===== src/rtl/seq_control_gen_pkg.sv =====
// Shared types and helpers for the compare-and-store sequencer: state
// encoding, control-word field layout and the control-word packer.
package seq_control_pkg;

  typedef enum logic [2:0] {
    ST_IDLE  = 3'd0,
    ST_SETUP = 3'd1,
    ST_CHECK = 3'd2,
    ST_WR0   = 3'd3,
    ST_WR1   = 3'd4,
    ST_DONE  = 3'd5,
    ST_HALT  = 3'd6
  } state_t;

  // Widest control word the packer can build; callers cast down to their width.
  localparam int CW_MAX = 64;

  // Field layout, LSB first: we, reg_sel, sel_b, sel_a, alu_op.
  localparam int WE_OFS = 0;
  localparam int RS_OFS = 1;

  function automatic int sbOffset(input int regW);
    return RS_OFS + regW;
  endfunction

  function automatic int saOffset(input int regW, input int selW);
    return RS_OFS + regW + selW;
  endfunction

  function automatic int aluOffset(input int regW, input int selW);
    return RS_OFS + regW + 2 * selW;
  endfunction

  // Builds {alu, sa, sb, rs, we}; each field is masked to its width so that
  // select arithmetic wraps modulo 2^width instead of spilling into neighbours.
  function automatic logic [CW_MAX-1:0] pack_cw(
    input logic [31:0] alu,
    input logic [31:0] sa,
    input logic [31:0] sb,
    input logic [31:0] rs,
    input logic        we,
    input int          aluW,
    input int          selW,
    input int          regW
  );
    logic [CW_MAX-1:0] mAlu;
    logic [CW_MAX-1:0] mSel;
    logic [CW_MAX-1:0] mReg;
    mAlu = (64'd1 << aluW) - 64'd1;
    mSel = (64'd1 << selW) - 64'd1;
    mReg = (64'd1 << regW) - 64'd1;
    return ((CW_MAX'(alu) & mAlu) << aluOffset(regW, selW))
         | ((CW_MAX'(sa)  & mSel) << saOffset(regW, selW))
         | ((CW_MAX'(sb)  & mSel) << sbOffset(regW))
         | ((CW_MAX'(rs)  & mReg) << RS_OFS)
         | (CW_MAX'(we) << WE_OFS);
  endfunction

endpackage


===== src/rtl/seq_control_gen_if.sv =====
// Handshake and status bundle between the sequencer and whoever drives it.
// Signal names are from the sequencer's point of view.
interface seq_control_gen_if #(
  parameter int ALU_W   = 4,
  parameter int SEL_W   = 4,
  parameter int REG_W   = 3,
  parameter int PASS_W  = 8,
  parameter int N_STEPS = 3
);
  localparam int STEP_W = (N_STEPS > 1) ? $clog2(N_STEPS) : 1;
  localparam int CW_W   = ALU_W + 2 * SEL_W + REG_W + 1;

  logic              i_start;
  logic              i_abort;
  logic              i_mayor;
  logic [CW_W-1:0]   o_signal;
  logic              o_busy;
  logic              o_done;
  logic              o_found;
  logic [STEP_W-1:0] o_step;
  logic [PASS_W-1:0] o_pass;

  modport master (
    output i_start, i_abort, i_mayor,
    input  o_signal, o_busy, o_done, o_found, o_step, o_pass
  );

  modport slave (
    input  i_start, i_abort, i_mayor,
    output o_signal, o_busy, o_done, o_found, o_step, o_pass
  );
endinterface


===== src/rtl/seq_control_gen_step_counter.sv =====
// Step index k (wraps at N_STEPS) and completed-pass counter for the sequencer.
// Clear wins over advance; both are frozen when neither is asserted.
module seq_step_counter #(
  parameter int N_STEPS    = 3,
  parameter int STEP_W     = 2,
  parameter int PASS_W     = 8,
  parameter int MAX_PASSES = 0
) (
  input  logic              clk,
  input  logic              rst,
  input  logic              i_clear,
  input  logic              i_advance,
  output logic [STEP_W-1:0] o_step,
  output logic [PASS_W-1:0] o_pass,
  output logic              o_lastStep,
  output logic              o_passLimit
);

  logic [STEP_W-1:0] r_step;
  logic [PASS_W-1:0] r_pass;
  logic [PASS_W-1:0] w_passNext;
  logic              w_lastStep;

  assign w_lastStep = (r_step == STEP_W'(N_STEPS - 1));
  assign w_passNext = r_pass + 1'b1;

  // Step/pass registers: cleared on reset or clear, stepped once per finished step.
  always_ff @(posedge clk) begin
    if (!rst) begin
      r_step <= '0;
      r_pass <= '0;
    end else if (i_clear) begin
      r_step <= '0;
      r_pass <= '0;
    end else if (i_advance) begin
      if (w_lastStep) begin
        r_step <= '0;
        r_pass <= w_passNext;
      end else begin
        r_step <= r_step + 1'b1;
      end
    end
  end

  assign o_step      = r_step;
  assign o_pass      = r_pass;
  assign o_lastStep  = w_lastStep;
  assign o_passLimit = (MAX_PASSES != 0) && (w_passNext == PASS_W'(MAX_PASSES));

endmodule


===== src/rtl/seq_control_gen.sv =====
// Moore sequencer stepping the datapath through a ring of compare-and-store
// steps: present operands, sample the greater flag, then halt or write twice.
module seq_control_gen
  import seq_control_pkg::*;
#(
  parameter int N_STEPS    = 3,
  parameter int ALU_W      = 4,
  parameter int SEL_W      = 4,
  parameter int REG_W      = 3,
  parameter int SEL_BASE   = 2,
  parameter int SEL_STRIDE = 2,
  parameter int TMP_REG    = 4,
  parameter int ALU_OP_CMP = 0,
  parameter int PASS_W     = 8,
  parameter int MAX_PASSES = 0
) (
  input logic              clk,
  input logic              rst,
  seq_control_gen_if.slave bus
);

  localparam int STEP_W = (N_STEPS > 1) ? $clog2(N_STEPS) : 1;
  localparam int CW_W   = ALU_W + 2 * SEL_W + REG_W + 1;

  state_t            r_state;
  state_t            w_nextState;
  logic              w_clear;
  logic              w_advance;
  logic [STEP_W-1:0] w_step;
  logic [PASS_W-1:0] w_pass;
  logic              w_lastStep;
  logic              w_passLimit;
  logic [SEL_W-1:0]  w_selA;
  logic [SEL_W-1:0]  w_selB;
  logic [CW_W-1:0]   w_signal;

  seq_step_counter #(
    .N_STEPS   (N_STEPS),
    .STEP_W    (STEP_W),
    .PASS_W    (PASS_W),
    .MAX_PASSES(MAX_PASSES)
  ) u_counter (
    .clk        (clk),
    .rst        (rst),
    .i_clear    (w_clear),
    .i_advance  (w_advance),
    .o_step     (w_step),
    .o_pass     (w_pass),
    .o_lastStep (w_lastStep),
    .o_passLimit(w_passLimit)
  );

  // State register; reset returns to IDLE regardless of any other input.
  always_ff @(posedge clk) begin
    if (!rst) begin
      r_state <= ST_IDLE;
    end else begin
      r_state <= w_nextState;
    end
  end

  // Next state plus counter clear/advance; abort outranks everything outside IDLE.
  always_comb begin
    w_nextState = r_state;
    w_clear     = 1'b0;
    w_advance   = 1'b0;
    if (r_state == ST_IDLE) begin
      if (bus.i_start && !bus.i_abort) begin
        w_nextState = ST_SETUP;
        w_clear     = 1'b1;
      end
    end else if (bus.i_abort) begin
      w_nextState = ST_IDLE;
      w_clear     = 1'b1;
    end else begin
      case (r_state)
        ST_SETUP: w_nextState = ST_CHECK;
        ST_CHECK: w_nextState = bus.i_mayor ? ST_HALT : ST_WR0;
        ST_WR0:   w_nextState = ST_WR1;
        ST_WR1: begin
          w_advance   = 1'b1;
          w_nextState = (w_lastStep && w_passLimit) ? ST_DONE : ST_SETUP;
        end
        ST_DONE, ST_HALT: begin
          if (bus.i_start) begin
            w_nextState = ST_SETUP;
            w_clear     = 1'b1;
          end
        end
        default: w_nextState = ST_IDLE;
      endcase
    end
  end

  // Operand selects for step k; the last step wraps its B operand back to step 0's A.
  always_comb begin
    w_selA = SEL_W'(32'(SEL_BASE) + 32'(SEL_STRIDE) * 32'(w_step));
    w_selB = w_lastStep ? SEL_W'(SEL_BASE)
                        : SEL_W'(32'(SEL_BASE) + 32'(SEL_STRIDE) * (32'(w_step) + 32'd1));
  end

  // Control-word decode from registered state and step only.
  always_comb begin
    w_signal = '0;
    case (r_state)
      ST_SETUP, ST_CHECK:
        w_signal = CW_W'(pack_cw(32'(ALU_OP_CMP), 32'(w_selA), 32'(w_selB), 32'd0, 1'b0,
                                 ALU_W, SEL_W, REG_W));
      ST_WR0:
        w_signal = CW_W'(pack_cw(32'd0, 32'(w_selA), 32'(w_selB), 32'(TMP_REG), 1'b1,
                                 ALU_W, SEL_W, REG_W));
      ST_WR1:
        w_signal = CW_W'(pack_cw(32'd0, 32'(w_selA), 32'(w_selB), 32'(w_step) + 32'd1, 1'b1,
                                 ALU_W, SEL_W, REG_W));
      default: w_signal = '0;
    endcase
  end

  assign bus.o_signal = w_signal;
  assign bus.o_busy   = (r_state == ST_SETUP) || (r_state == ST_CHECK) ||
                        (r_state == ST_WR0)   || (r_state == ST_WR1);
  assign bus.o_done   = (r_state == ST_DONE) || (r_state == ST_HALT);
  assign bus.o_found  = (r_state == ST_HALT);
  assign bus.o_step   = w_step;
  assign bus.o_pass   = w_pass;

endmodule


===== src/flat_wrapper.sv =====
// flat-port wrapper written by rule: the top's interface ports become plain ports
module seq_control_gen_flat import seq_control_pkg::*;
#(
  parameter int N_STEPS    = 3,
  parameter int ALU_W      = 4,
  parameter int SEL_W      = 4,
  parameter int REG_W      = 3,
  parameter int SEL_BASE   = 2,
  parameter int SEL_STRIDE = 2,
  parameter int TMP_REG    = 4,
  parameter int ALU_OP_CMP = 0,
  parameter int PASS_W     = 8,
  parameter int MAX_PASSES = 0
)
  (clk, rst, bus_i_start, bus_i_abort, bus_i_mayor, bus_o_signal, bus_o_busy, bus_o_done, bus_o_found, bus_o_step, bus_o_pass);
  seq_control_gen_if #(.ALU_W(ALU_W), .SEL_W(SEL_W), .REG_W(REG_W), .PASS_W(PASS_W), .N_STEPS(N_STEPS)) bus_i ();
  input logic clk;
  input logic rst;
  input wire logic [$bits(bus_i.i_start)-1:0] bus_i_start;
  input wire logic [$bits(bus_i.i_abort)-1:0] bus_i_abort;
  input wire logic [$bits(bus_i.i_mayor)-1:0] bus_i_mayor;
  output wire logic [$bits(bus_i.o_signal)-1:0] bus_o_signal;
  output wire logic [$bits(bus_i.o_busy)-1:0] bus_o_busy;
  output wire logic [$bits(bus_i.o_done)-1:0] bus_o_done;
  output wire logic [$bits(bus_i.o_found)-1:0] bus_o_found;
  output wire logic [$bits(bus_i.o_step)-1:0] bus_o_step;
  output wire logic [$bits(bus_i.o_pass)-1:0] bus_o_pass;
  assign bus_i.i_start = bus_i_start;
  assign bus_i.i_abort = bus_i_abort;
  assign bus_i.i_mayor = bus_i_mayor;
  assign bus_o_signal = bus_i.o_signal;
  assign bus_o_busy = bus_i.o_busy;
  assign bus_o_done = bus_i.o_done;
  assign bus_o_found = bus_i.o_found;
  assign bus_o_step = bus_i.o_step;
  assign bus_o_pass = bus_i.o_pass;
  seq_control_gen #(.N_STEPS(N_STEPS), .ALU_W(ALU_W), .SEL_W(SEL_W), .REG_W(REG_W), .SEL_BASE(SEL_BASE), .SEL_STRIDE(SEL_STRIDE), .TMP_REG(TMP_REG), .ALU_OP_CMP(ALU_OP_CMP), .PASS_W(PASS_W), .MAX_PASSES(MAX_PASSES)) u_core (.clk(clk), .rst(rst), .bus(bus_i));
endmodule

===== config.mk =====
export PLATFORM = sky130hd
export DESIGN_NAME = seq_control_gen_flat
export DESIGN_NICKNAME = d
export VERILOG_FILES = /design/src/rtl/seq_control_gen_pkg.sv /design/src/rtl/seq_control_gen_if.sv /design/src/rtl/seq_control_gen_step_counter.sv /design/src/rtl/seq_control_gen.sv /design/src/flat_wrapper.sv
export SDC_FILE = /design/constraint.sdc
export NUM_CORES = 1
export LEC_CHECK = 0
export CORE_MARGIN = 5
export CORE_UTILIZATION = 46
export CTS_BUF_LIST = sky130_fd_sc_hd__clkbuf_4 sky130_fd_sc_hd__clkbuf_8
export DETAILED_ROUTE_END_ITERATION = 7
export GPL_TIMING_DRIVEN = 0
export HOLD_SLACK_MARGIN = 0.1
export PLACE_DENSITY = 0.77
export SLEW_MARGIN = 40
export SYNTH_ARGS = -nofsm -noshare
export SYNTH_HDL_FRONTEND = slang
export SYNTH_SLANG_ARGS = --single-unit

===== constraint.sdc =====
create_clock -name clk -period 2 [get_ports clk]
set_input_delay 0.4 -clock clk [delete_from_list [all_inputs] [get_ports clk]]
set_output_delay 0.4 -clock clk [all_outputs]
set_load 0.03 [all_outputs]

* Word-level counts from Yosys, hierarchy flattened
Cells that the tools add are included.
Widths: inputs -> output; s select.
** Word-level totals
- Output and inout port bits :: 29
- Logic and storage cells :: 49
- Input port bits :: 5
- Flip-flop bits (word level) :: 13
** Cells by class
- Reduce and logical (&&, ||, !) cells :: 12
- Bitwise gates (word level) :: 3
- Equal/unequal tests :: 9
- Multiplexer cells :: 17
- Add/sub/neg operators :: 5
** Operators by type and width (count)
- $pmux 16 s3 :: 1
- $or 16x4->16 :: 1
- $mux 3 :: 5
- $pmux 3 s5 :: 1
- $or 12x8->12 :: 1
- $eq 3x3->1 const B :: 3
- $add 8x1->8 const B :: 1
- $mux 1 :: 8
- $eq 3x2->1 const B :: 2
- $reduce_or 2->1 :: 3
- $add 2x3->4 const A :: 1
- $add 2x4->4 const A :: 1
- $logic_or 1x1->1 :: 4
- $mux 4 :: 1
- $ne 4x3->1 const B :: 1
- $reduce_and 2->1 :: 2
- $add 2x1->3 const B :: 1
- $eq 3x1->1 const B :: 1
- $logic_not 3->1 :: 1
- $add 2x1->2 const B :: 1
- $eq 2x2->1 const B :: 1
- $mux 2 :: 1
- $ne 2x2->1 const B :: 1
- $logic_and 1x1->1 :: 1
- 2 further kinds :: 2

* Depth between registers and ports, before layout
- Depth in word-level cells :: 6
- Gate-level depth with buffers :: 6
- Depth with buffers taken out :: 6

* Hierarchy
A second synthesis with hierarchy kept.
** Unflattened totals
- Cell total of the unflattened synthesis :: 117
- Area, all modules :: 913.4 um2
** Modules (own cells, without submodules)
- seq_step_counter :: area each 465.4 um2, sequential area each 200.2 um2, times used 1, cells an instance 53
- seq_control_gen :: area each 447.9 um2, sequential area each 60.1 um2, times used 1, cells an instance 64

* Worst setup path after synthesis
No wires, ideal clock.
- Path kind :: reg-to-output
- From :: reg u_core.u_counter.r_step[0], in the netlist u_core.u_counter.o_step[0]
- To :: out bus_o_signal[6]
- Slack :: -0.271 ns
- Path buffers :: 0
- Data arrival time :: 1.871 ns
- Stages on the path, launching flop included :: 5
- Cell sequence :: dfxtp_1 > inv_1 > ha_1 > xor2_1 > nor3_1
** On the way
- Word-level cells in the longest chain between the ends :: 6
** RTL lines
- from (decl) :: line seq_control_gen_step_counter.sv:19 : logic [STEP_W-1:0] r_step;
- from (signal assigned) :: line seq_control_gen_step_counter.sv:40 : r_step <= r_step + 1'b1;
- $add 2x1->3 :: line seq_control_gen.sv:99 : : SEL_W'(32'(SEL_BASE) + 32'(SEL_STRIDE) * (32'(w_step) + 32'd1));
- $add 2x4->4 :: line seq_control_gen.sv:99
- $mux 4 (*) :: line seq_control_gen.sv:98 : w_selB = w_lastStep ? SEL_W'(SEL_BASE)
- $or 12x8->12 (*) :: line seq_control_gen_pkg.sv:54 : | ((CW_MAX'(sb) & mSel) << sbOffset(regW))
- $or 16x4->16 :: line seq_control_gen_pkg.sv:55 : | ((CW_MAX'(rs) & mReg) << RS_OFS)
- $pmux 16 s3 (*) :: line seq_control_gen.sv:105 : case (r_state)
- to (decl) :: line flat_wrapper.sv:22 : output wire logic [$bits(bus_i.o_signal)-1:0] bus_o_signal;
Every way passes the cells marked *; elsewhere a longest branch is shown, timed or not.

* Final worst setup path
- From :: reg u_core.r_state[1]
- To :: out bus_o_busy
** On the way
- Word-level cells in the longest chain between the ends :: 4
** RTL lines
- from (decl) :: line seq_control_gen.sv:25 : state_t r_state;
- from (signal assigned) :: line seq_control_gen.sv:58 : r_state <= w_nextState;
- $eq 3x1->1 / $eq 3x2->1 (equally long branches) :: line seq_control_gen.sv:120 : assign bus.o_busy = (r_state == ST_SETUP) || (r_state == ST_CHECK) ||
- $logic_or 1x1->1 (2 in series) :: line seq_control_gen.sv:120
- $logic_or 1x1->1 (*) :: line seq_control_gen.sv:121 : (r_state == ST_WR0) || (r_state == ST_WR1);
- to (decl) :: line flat_wrapper.sv:23 : output wire logic [$bits(bus_i.o_busy)-1:0] bus_o_busy;
Marked as above.

==> impl_metrics.py <==
metrics = {
    "setup_path": {
        "crit_chain": "buf_6 -> nor2_4 -> xnor2_4 -> inv_2 -> dlygate4sd2_1",
        "critical-path-top-delay-family": "buffers and inverters",
        "worst-path-buf-inv": 3,
        "crit_fanout": 10,
        "cp-end-kind": "primary output",
        "max_stage_delay_ps": 390,
        "cp.arrival_ps": 1540,
        "slowest_stage": "dlygate4sd2_1",
        "required_ps": 1600,
        "cp-start-kind": "flop",
        "crit_type": "flop to primary output",
        "critPathLaunch": "u_core.r_state[1]",
        "r2r_start": "u_core.u_counter.o_step[0]",
    },
    "die": {
        "dieArea_um2": 3140,
        "coreArea_um2": 1980,
        "die_w_um": 56.0,
        "die_h_um": 56.0,
        "initial_core_util": 0.492,
        "pin_count": 34,
        "rows": 16,
    },
    "route": {
        "finalWirelength_um": 2220,
        "routedWlPerCell_um": 12.3,
        "ant_nets": 0,
        "drt-initial-drc-count": 19,
        "firstDrtPassIters": 4,
        "avgViaCountPerCell": 4.99,
        "drc": 0,
        "vias": 899,
    },
    "timing": {
        "hold_ws_ps": 573,
        "clock.fmax_mhz": 515,
        "fin_crit_ps": 1940,
        "maxSlewViolCount": 0,
        "hold_viol_final": 0,
        "finalCritPeriodShare": 0.971,
        "finalSetupViolCount": 0,
        "layout_setup_ws_ps": 57.4,
        "fin_skew_ps": 1.69,
        "rsz0062_at_grt": "no",
    },
    "power_and_ir_drop": {
        "ir_worst_vdd_v": 0.000413,
        "powerDensity_nw_per_um2": 445,
        "p_leak_uw": 0.000550,
    },
    "clock_tree": {
        "cts-buffers-inserted": 3,
        "cts_tree": "done",
        "clk_pin_slew_ps": 80,
        "htreeDepth": 1,
        "clockBufferDepth": 2,
        "clk_latency_ps": 280,
        "cts_hold_buffers": 0,
        "cts_root_buf": "clkbuf_4",
        "cts.sinks": 13,
    },
    "synth": {
        "ys_top_cells_by_area": "dfxtp_1 27%, a21oi_2 9.0%, ha_1 6.4%",
        "synth.largest_area_cell": "dfxtp_1",
        "yosys.area_share.simple": 0.276,
        "ys_types": 37,
        "ys_dominant_reg_cell": "dfxtp_1",
        "synthDominantCellAreaShare": 0.267,
        "synth_compound_area_frac": 0.175,
        "ys_ff_latch": 13,
        "synth_mux_area_frac": 0.0103,
        "synth-xor-area-share": 0.0976,
        "synth_top_family_by_area": "simple AND/OR/NAND/NOR gates",
        "avgSynthCellArea_um2": 8.55,
        "ys_seq_area_frac": 0.267,
        "synth_fa_ha_area_frac": 0.0642,
        "ys_async_sr_fraction": 0,
        "syn_area_um2": 975,
        "syn_inst": 114,
        "ys_warn_count": 0,
        "synth_edf_count": 0,
    },
    "min_path": {
        "hp-start": "u_core.u_counter.o_pass[7]",
        "hp-class": "flop to flop",
    },
    "place": {
        "port-buffer-count": 27,
        "dpl.hpwl_um": 1670,
        "dp_slack_ps": -327,
        "gp_congestion": 0.812,
        "place_area_um2": 1310,
    },
    "global_route": {
        "antenna_found_initial": 0,
        "grt_pass1_vias": 847,
        "grt_max_degree": 11,
        "grt_overflow": 0,
        "grtUsageTotal": 0.143,
        "grt_pass1_wl_um": 3730,
    },
    "layout": {
        "mostFrequentLayoutCell": "clkdlybuf4s50_1",
        "finish.instance_area_um2": 1370,
        "drive_above_1_share": 0.327,
        "diodes": 0,
        "utilization": 0.690,
        "fin_nets": 164,
        "nFillCells": 177,
        "final_cell_mix": "14 x clkdlybuf4s50_1, 11 x nor2_1, 10 x a21oi_2, 10 x dfxtp_1",
        "areaGrowthSynthToFinish_pct": 40.3,
    },
    "outcome": {
        "status": "complete, no violations",
    },
    "run": {
        "drv_cap": 0,
    },
}
metrics by stage:
stage	setup TNS (ps)	total power [uW]	instances
after floorplan	0	381	119
after global placement	-1970	422	173
after detailed placement	-2130	424	173
after CTS	-72.3	608	178
after global routing	0	634	180
final	0	608	180
cells in the mapped netlist, types with 2 or more instances:
library cell and count:
a21oi_1 5, a21oi_2 10, and3_1 2, buf_2 2
buf_4 6, buf_6 2, dfxtp_1 13, ha_1 5
inv_1 4, inv_2 2, nand2_1 9, nand3_1 2
nor2_1 12, nor2b_1 3, nor3_1 6, o21ai_0 3
xnor2_1 5, xor2_1 4
layer usage:
metal | up-vias | track usage | part of all wire
met5 | - | 0 | 0
met1 | 395 | 0.170 | 0.43
met2 | 40 | 0.245 | 0.47
met3 | 5 | 0.0348 | 0.078
li1 | 459 | - | -
met4 | 0 | 0.0508 | 0.015
final cells by class:
class / instances / area [um2] / share of cell area
multi-input cells: 89 / 659 / 0.482
repair buffers: 30 / 269 / 0.197
well taps: 27 / 33.8 / 0.0247
clock buffers: 4 / 30.0 / 0.0220
plain buffers: 10 / 80.1 / 0.0586
flip-flops and latches: 13 / 269 / 0.197
inverters: 7 / 26.3 / 0.0192
power by group:
part	internal, uW	switching [uW]
logic	67.8	95.5
registers	260	6.24
clock network	91.0	87.4
total	419	189
repair_timing:
item | 4_1_cts | 5_1_grt
resized for setup | 48 | 11
setup endpoints to repair | 13 | 9
pin swaps | 1 | 1
setup buffers | 1 | 2
registers in the layout, indices dropped and copies added (netlist names):
signal / flops
u_core.u_counter.o_pass: 8
u_core.u_counter.o_step: 2
u_core.r_state: 3
kinds of logic (layout without fill, tap and decap cells):
logic type / after synthesis / count (layout)
buffers and inverters: 17 / 51
flip-flops: 13 / 13
XOR/XNOR: 10 / 10
adder cells (fa/ha/maj): 5 / 5
multiplexers: 1 / 1
other: 1 / 6
AO/OA/AOI/OAI: 23 / 23
AND/OR/NAND/NOR: 44 / 44
worst register-to-register path: cells and delay by family, from the launching register on:
kind	cells	cell delay [ps]
AO/OA/AOI/OAI	1	40
adder cells (fa/ha/maj)	1	290
XOR/XNOR	1	170
flip-flops	1	370
buffers and inverters	1	100
AND/OR/NAND/NOR	2	620
final timing paths:
kind                                 to  slack, ps  depth (start not counted)
min          u_core.u_counter.o_pass[7]        570                          2
max reg2reg  u_core.u_counter.o_pass[7]        290                          6
min reg2reg  u_core.u_counter.o_pass[7]        570                          2
max                          bus_o_busy         60                          5
No activity file was read; power rests on OpenSTA's default activity.
